===== config.mk =====
export PLATFORM = sky130hd
export DESIGN_NAME = dcache_controller
export DESIGN_NICKNAME = d
export VERILOG_FILES = /design/src/rtl/dcache_controller.sv
export SDC_FILE = /design/constraint.sdc
export NUM_CORES = 2
export LEC_CHECK = 0
export ABC_AREA = 1
export CAP_MARGIN = 10
export CORE_MARGIN = 1
export CORE_UTILIZATION = 25
export CTS_CLUSTER_DIAMETER = 60
export DETAILED_ROUTE_END_ITERATION = 8
export GPL_TIMING_DRIVEN = 0
export SYNTH_ARGS = -nofsm -noshare
export SYNTH_HDL_FRONTEND = slang
export SYNTH_SLANG_ARGS = --single-unit

===== constraint.sdc =====
create_clock -name clk_i -period 9.1 [get_ports clk_i]
set_input_delay 2.275 -clock clk_i [delete_from_list [all_inputs] [get_ports clk_i]]
set_output_delay 2.275 -clock clk_i [all_outputs]
set_load 0.1 [all_outputs]

===== src/rtl/dcache_controller.sv =====
// -----------------------------------------------------------------------------
// dcache_controller
//
// Direct-mapped, write-back, write-allocate data cache. It sits between the
// MEM pipeline stage and a slow line-based main memory.
//   - A hit completes in the same cycle with no stall.
//   - A miss raises cpu_stall_o, writes back a dirty victim if there is one,
//     refills the line, and then completes the access as an ordinary hit.
//
// Ports
//   clk_i, rst_i     : clock, asynchronous active-high reset
//   cpu_req_i        : MEM-stage access valid
//   cpu_we_i         : 1 = store, 0 = load
//   cpu_addr_i       : byte address; [3:2] word, [3+IDX_W:4] index, rest tag
//   cpu_wdata_i      : store data
//   cpu_rdata_o      : load data; valid on an unstalled load, otherwise 0
//   cpu_stall_o      : freezes the front of the pipeline
//   mem_req_o        : memory request level
//   mem_we_o         : 1 = line writeback, 0 = line refill
//   mem_addr_o       : line-aligned memory address
//   mem_wdata_o      : victim line (word 0 in [31:0])
//   mem_rdata_i      : refill line, sampled while mem_ack_i = 1
//   mem_ack_i        : one-cycle pulse that ends the current transaction
// -----------------------------------------------------------------------------
module dcache_controller #(
    parameter int NUM_SETS = 16
) (
    input  logic         clk_i,
    input  logic         rst_i,
    input  logic         cpu_req_i,
    input  logic         cpu_we_i,
    input  logic [31:0]  cpu_addr_i,
    input  logic [31:0]  cpu_wdata_i,
    output logic [31:0]  cpu_rdata_o,
    output logic         cpu_stall_o,
    output logic         mem_req_o,
    output logic         mem_we_o,
    output logic [31:0]  mem_addr_o,
    output logic [127:0] mem_wdata_o,
    input  logic [127:0] mem_rdata_i,
    input  logic         mem_ack_i
);

    localparam int IDX_W = $clog2(NUM_SETS);
    localparam int TAG_W = 28 - IDX_W;

    typedef enum logic [1:0] {
        ST_IDLE      = 2'd0,
        ST_WRITEBACK = 2'd1,
        ST_ALLOCATE  = 2'd2
    } state_e;

    state_e state_q, state_d;

    // Per-line storage. Only the valid and dirty bits are reset.
    logic [NUM_SETS-1:0] valid_q;
    logic [NUM_SETS-1:0] dirty_q;
    logic [TAG_W-1:0]    tag_q  [NUM_SETS];
    logic [127:0]        data_q [NUM_SETS];

    // Memory-side transaction registers. These are held for the whole
    // transaction.
    logic         mem_we_q,    mem_we_d;
    logic [31:0]  mem_addr_q,  mem_addr_d;
    logic [127:0] mem_wdata_q, mem_wdata_d;

    // Decoded CPU address.
    logic [IDX_W-1:0] idx_s;
    logic [TAG_W-1:0] tag_s;
    logic [1:0]       off_s;
    logic             unused_addr_s;

    logic         hit_s;
    logic [127:0] line_s;
    logic [31:0]  word_s;
    logic         store_hit_s;
    logic         fill_s;

    // Builds a line-aligned memory address from a tag and an index.
    function automatic logic [31:0] line_addr(input logic [TAG_W-1:0] tag,
                                              input logic [IDX_W-1:0] idx);
        return {tag, idx, 4'b0000};
    endfunction

    assign idx_s         = cpu_addr_i[3+IDX_W:4];
    assign tag_s         = cpu_addr_i[31:4+IDX_W];
    assign off_s         = cpu_addr_i[3:2];
    assign unused_addr_s = ^cpu_addr_i[1:0];

    assign hit_s  = valid_q[idx_s] && (tag_q[idx_s] == tag_s);
    assign line_s = data_q[idx_s];
    assign word_s = line_s[{off_s, 5'b00000} +: 32];

    // mem_req_o follows the state register. Because the state register is
    // reset asynchronously, the request drops as soon as reset is asserted.
    assign mem_req_o   = (state_q != ST_IDLE);
    assign mem_we_o    = mem_we_q;
    assign mem_addr_o  = mem_addr_q;
    assign mem_wdata_o = mem_wdata_q;

    // CPU-facing outputs: the stall is combinational on a miss, and the load
    // data is combinational on a hit. Reset forces both outputs to 0 even
    // while a request is still presented.
    always_comb begin
        cpu_stall_o = 1'b0;
        cpu_rdata_o = 32'h0000_0000;
        if (rst_i) begin
            cpu_stall_o = 1'b0;
        end else if (state_q != ST_IDLE) begin
            cpu_stall_o = 1'b1;
        end else if (cpu_req_i && !hit_s) begin
            cpu_stall_o = 1'b1;
        end else if (cpu_req_i && !cpu_we_i) begin
            cpu_rdata_o = word_s;
        end else begin
            cpu_rdata_o = 32'h0000_0000;
        end
    end

    // Next-state logic, memory transaction setup, and line update strobes.
    always_comb begin
        state_d     = state_q;
        mem_we_d    = mem_we_q;
        mem_addr_d  = mem_addr_q;
        mem_wdata_d = mem_wdata_q;
        store_hit_s = 1'b0;
        fill_s      = 1'b0;
        case (state_q)
            ST_IDLE: begin
                if (!cpu_req_i) begin
                    state_d = ST_IDLE;
                end else if (hit_s) begin
                    store_hit_s = cpu_we_i;
                end else if (valid_q[idx_s] && dirty_q[idx_s]) begin
                    // A dirty victim goes out first. The refill address is
                    // loaded when the writeback is acknowledged.
                    state_d     = ST_WRITEBACK;
                    mem_we_d    = 1'b1;
                    mem_addr_d  = line_addr(tag_q[idx_s], idx_s);
                    mem_wdata_d = line_s;
                end else begin
                    state_d    = ST_ALLOCATE;
                    mem_we_d   = 1'b0;
                    mem_addr_d = line_addr(tag_s, idx_s);
                end
            end
            ST_WRITEBACK: begin
                if (mem_ack_i) begin
                    state_d    = ST_ALLOCATE;
                    mem_we_d   = 1'b0;
                    mem_addr_d = line_addr(tag_s, idx_s);
                end else begin
                    state_d = ST_WRITEBACK;
                end
            end
            ST_ALLOCATE: begin
                if (mem_ack_i) begin
                    // The CPU inputs are held during a stall, so the index and
                    // tag still describe the line being refilled.
                    fill_s  = 1'b1;
                    state_d = ST_IDLE;
                end else begin
                    state_d = ST_ALLOCATE;
                end
            end
            default: begin
                state_d = ST_IDLE;
            end
        endcase
    end

    // State, valid/dirty bits, and memory transaction registers (async reset).
    always_ff @(posedge clk_i or posedge rst_i) begin
        if (rst_i) begin
            state_q     <= ST_IDLE;
            valid_q     <= {NUM_SETS{1'b0}};
            dirty_q     <= {NUM_SETS{1'b0}};
            mem_we_q    <= 1'b0;
            mem_addr_q  <= 32'h0000_0000;
            mem_wdata_q <= 128'h0;
        end else begin
            state_q     <= state_d;
            mem_we_q    <= mem_we_d;
            mem_addr_q  <= mem_addr_d;
            mem_wdata_q <= mem_wdata_d;
            if (fill_s) begin
                valid_q[idx_s] <= 1'b1;
                dirty_q[idx_s] <= 1'b0;
            end else if (store_hit_s) begin
                dirty_q[idx_s] <= 1'b1;
            end
        end
    end

    // Tag and data arrays. These are not reset; the valid bits qualify them.
    always_ff @(posedge clk_i) begin
        if (fill_s) begin
            tag_q[idx_s]  <= tag_s;
            data_q[idx_s] <= mem_rdata_i;
        end else if (store_hit_s) begin
            data_q[idx_s][{off_s, 5'b00000} +: 32] <= cpu_wdata_i;
        end
    end

endmodule


==> impl_metrics.tcl <==
set metrics [dict create \
    worst_ep_arrival_time_ps 6990 \
    postSynthRegisterBits 2623 \
    outcome "finished with violations" \
    power_per_cell_area_nw_per_um2 246 \
    placed_cell_area_um2 118000 \
    endpoint_kind "output pin" \
    grt.total_usage_pct 20.6 \
    synth_top_cells_by_area "edfxtp_1 71%, nand2_1 9.1%, a22oi_1 7.5%" \
    wl_met2_um 196000 \
    synth_async_sr_flop_share_pct 7.28 \
    netlist_instances 7961 \
    mean_number_of_vias_per_cell 5.12 \
    core_um2 411000 \
    route.detailed.wl_per_inst_um 30.5 \
    final_critical_path_setup_slack_ps -166 \
    grt_pass1_wl_um 590000 \
    clock_latency_ps 960 \
    dieWidth_um 645 \
    rsz0062_at_grt "yes" \
    io-pin-count 392 \
    routed_wl_um 445000 \
    starting_density_of_the_core_pct 25.2 \
    dr.max_layer_used "met5" \
    cts.sinks 2623 \
    area_growth_syn_to_layout_pct 24.8 \
    startpoint_type "input port" \
    timing.critical_path.fanout_max 10 \
    synth_enable_flop_cells 2432 \
    synth.yosys.seq_area_share_pct 75.2 \
    buffer_ports.inserted 385 \
    dp_hpwl_um 322000 \
    final_min_period_over_clock_period_pct 102 \
    clock_tree.htree_level_count 5 \
    design_power_total_w 0.0318 \
    grt_start_max_net_pins 87 \
    cts.root.buffer_cell "clkbuf_16" \
    clock_pin_slew_on_the_worst_setup_and_hold_paths_ps 50 \
    holdCritPathClass "register to register" \
    maxSlewHeadroom_pct 6.03 \
    drt_drc_violations_left 0 \
    initialDrtViolationCount 11200 \
    rows 235 \
    post-synth-top-count-cell "nand2_1" \
    synth_cell_types 31 \
    floorplan.die_area_um2 416000 \
    post_synth_most_frequent_cells "2520 x nand2_1, 2432 x edfxtp_1, 1028 x a22oi_1, 392 x clkbuf_1, 279 x nand4_1" \
    fillers 40600 \
    synth.cell_area_um2 103000 \
    ant_nets 0 \
    first_pass_iters 6 \
    fmax_mhz 108 \
    max-vdd-ir-drop_v 0.000229 \
    synthFlopType "edfxtp_1" \
    antenna_violations_before_repair 63 \
    cts_max_path_buffers 4 \
    synth_largest_area_cell "edfxtp_1" \
    final_global_route_overflow_total 0 \
    cts-hold-fix-buffers 0 \
    drv.max_cap_violation_count 0 \
    critical_path_required_ps 6830 \
    routed-via-count 74700 \
    worst_slew_pin_slew_ps 1410 \
    p_leak_nw 45.7 \
    violations "setup timing" \
    die-height_um 645 \
    netlist.area_leader.share_pct 70.6 \
    finalNetCount 9052 \
    worst_path_class_setup "input port to output pin" \
    met3_length_um 48100 \
    finalHoldViolations 0 \
    drive_gt1_share_pct 12.5 \
    layout.cell_area.non_filler_um2 129000 \
    finalSetupViolCount 7 \
    m1WireLength_um 161000 \
    avgSynthCellArea_um2 13.0 \
    slew_violations 0 \
    place_congestion 1.10 \
    cts_tree "built" \
    yosys_warnings 0 \
    first_global_vias 68600 \
    finalWorstPathRequiredPeriod_ps 9270 \
    clock_skew_ps 83.3 \
    cts_buf_count 295 \
]
[per-layer routing]
metal  track usage [%]  up-vias
met2              31.1     5003
met3              5.49     1066
met4              16.6       14
li1                  -    31200
met1              24.9    37500
met5                 0        -
[flip-flops by register name, summed over array words and instances, names as in the netlist, named ones only]
name	count
mem_addr_o	28
mem_wdata_o	128
valid_q	16
mem_we_o	1
data_q	2048
state_q	2
tag_q	384
[path summary, 6_finish.rpt]
check                         startpoint         endpoint  slack (ps)  cells after the start
min in group asynchronous          rst_i  mem_wdata_o[93]        1830                      2
max in group asynchronous          rst_i  mem_wdata_o[22]        5830                      4
setup / recovery           cpu_addr_i[5]   cpu_rdata_o[0]        -170                     17
setup reg to reg            tag_q[7][23]   data_q[12][27]        4180                     19
hold / removal               valid_q[15]      valid_q[15]         460                      2
hold reg to reg              valid_q[15]      valid_q[15]         460                      2
[worst max-delay path: stages]
cell and delay [ps]:
clkdlybuf4s50_1 600, buf_6 260, nand2_4 140, inv_4 170, buf_4 240, buf_8 300, clkbuf_2 400, clkbuf_2 410
a22oi_1 160, nand2_1 100, nand2_1 50, nand4_1 440, o21ai_0 230, o22ai_1 300, inv_1 130, nor2_4 360
buf_4 370
[kinds of logic after synthesis]
logic type / count (synthesis) / share of synthesized area [%]
simple gates: 3277 / 12.9
other cells: 1 / 0.00363
compound gates: 1372 / 9.17
fa+ha+maj: 5 / 0.0605
buf+inv: 683 / 2.65
flops: 2623 / 75.2
[repair_timing]
action | 4_1_cts | 5_1_grt
resized for setup | 533 | 80
buffers inserted | 26 | 10
endpoints found under the setup margin | 33 | 32
cloned | 0 | 0
pin swaps | 16 | 7
[layout by cell type (no fill, tap or decap), drive strengths merged]
cell type,count
a21oi,106
a22oi,1028
and2,1
and3,1
buf,357
bufinv,15
clkbuf,782
clkdlybuf4s15,2
clkdlybuf4s50,351
clkinv,105
clkinvlp,14
conb,4
dfrtp,191
diode,63
dlygate4sd2,1
dlymetal6s2s,1
edfxtp,2432
ha,5
inv,177
nand2,2521
nand3,178
nand3b,1
nand4,281
nor2,249
nor3,35
o21ai,214
o21bai,13
o221ai,1
o22ai,10
or2,10
[area by class of cell]
| type | count | area (um^2) | share of cell area (%) |
|---|---|---|---|
| clock inverters | 160 | 1520 | 1.18 |
| flip-flops and latches | 2623 | 77800 | 60.3 |
| inverters | 151 | 577 | 0.447 |
| multi-input cells | 4658 | 23900 | 18.5 |
| well taps | 5451 | 6820 | 5.28 |
| plain buffers | 532 | 2710 | 2.10 |
| clock buffers | 373 | 7860 | 6.09 |
| repair buffers | 589 | 7680 | 5.95 |
| diodes | 63 | 158 | 0.122 |
[power by group]
part | internal [W] | switching [W] | total, W
clock | 0.00662 | 0.00509 | 0.0117
sequential | 0.0137 | 0.000293 | 0.0140
combinational | 0.00131 | 0.00478 | 0.00609
total | 0.0216 | 0.0102 | 0.0318
[stage by stage]
| step | hold slack [ps] | setup WS [ps] | utilization, % | instances | setup TNS [ps] |
|---|---|---|---|---|---|
| global route | 474 | -91.6 | 31.4 | 14600 | -181 |
| global placement | 441 | -3590 | 27.8 | 13800 | -5926400 |
| CTS | 461 | -19.0 | 31.3 | 14500 | -19.0 |
| floorplan | 424 | 1260 | - | 7964 | 0 |
| detailed placement | 447 | -3450 | 28.8 | 14000 | -85090 |
| finish | 460 | -166 | 31.4 | 14600 | -583 |
Note: power is estimated with default switching activity, not from simulation.
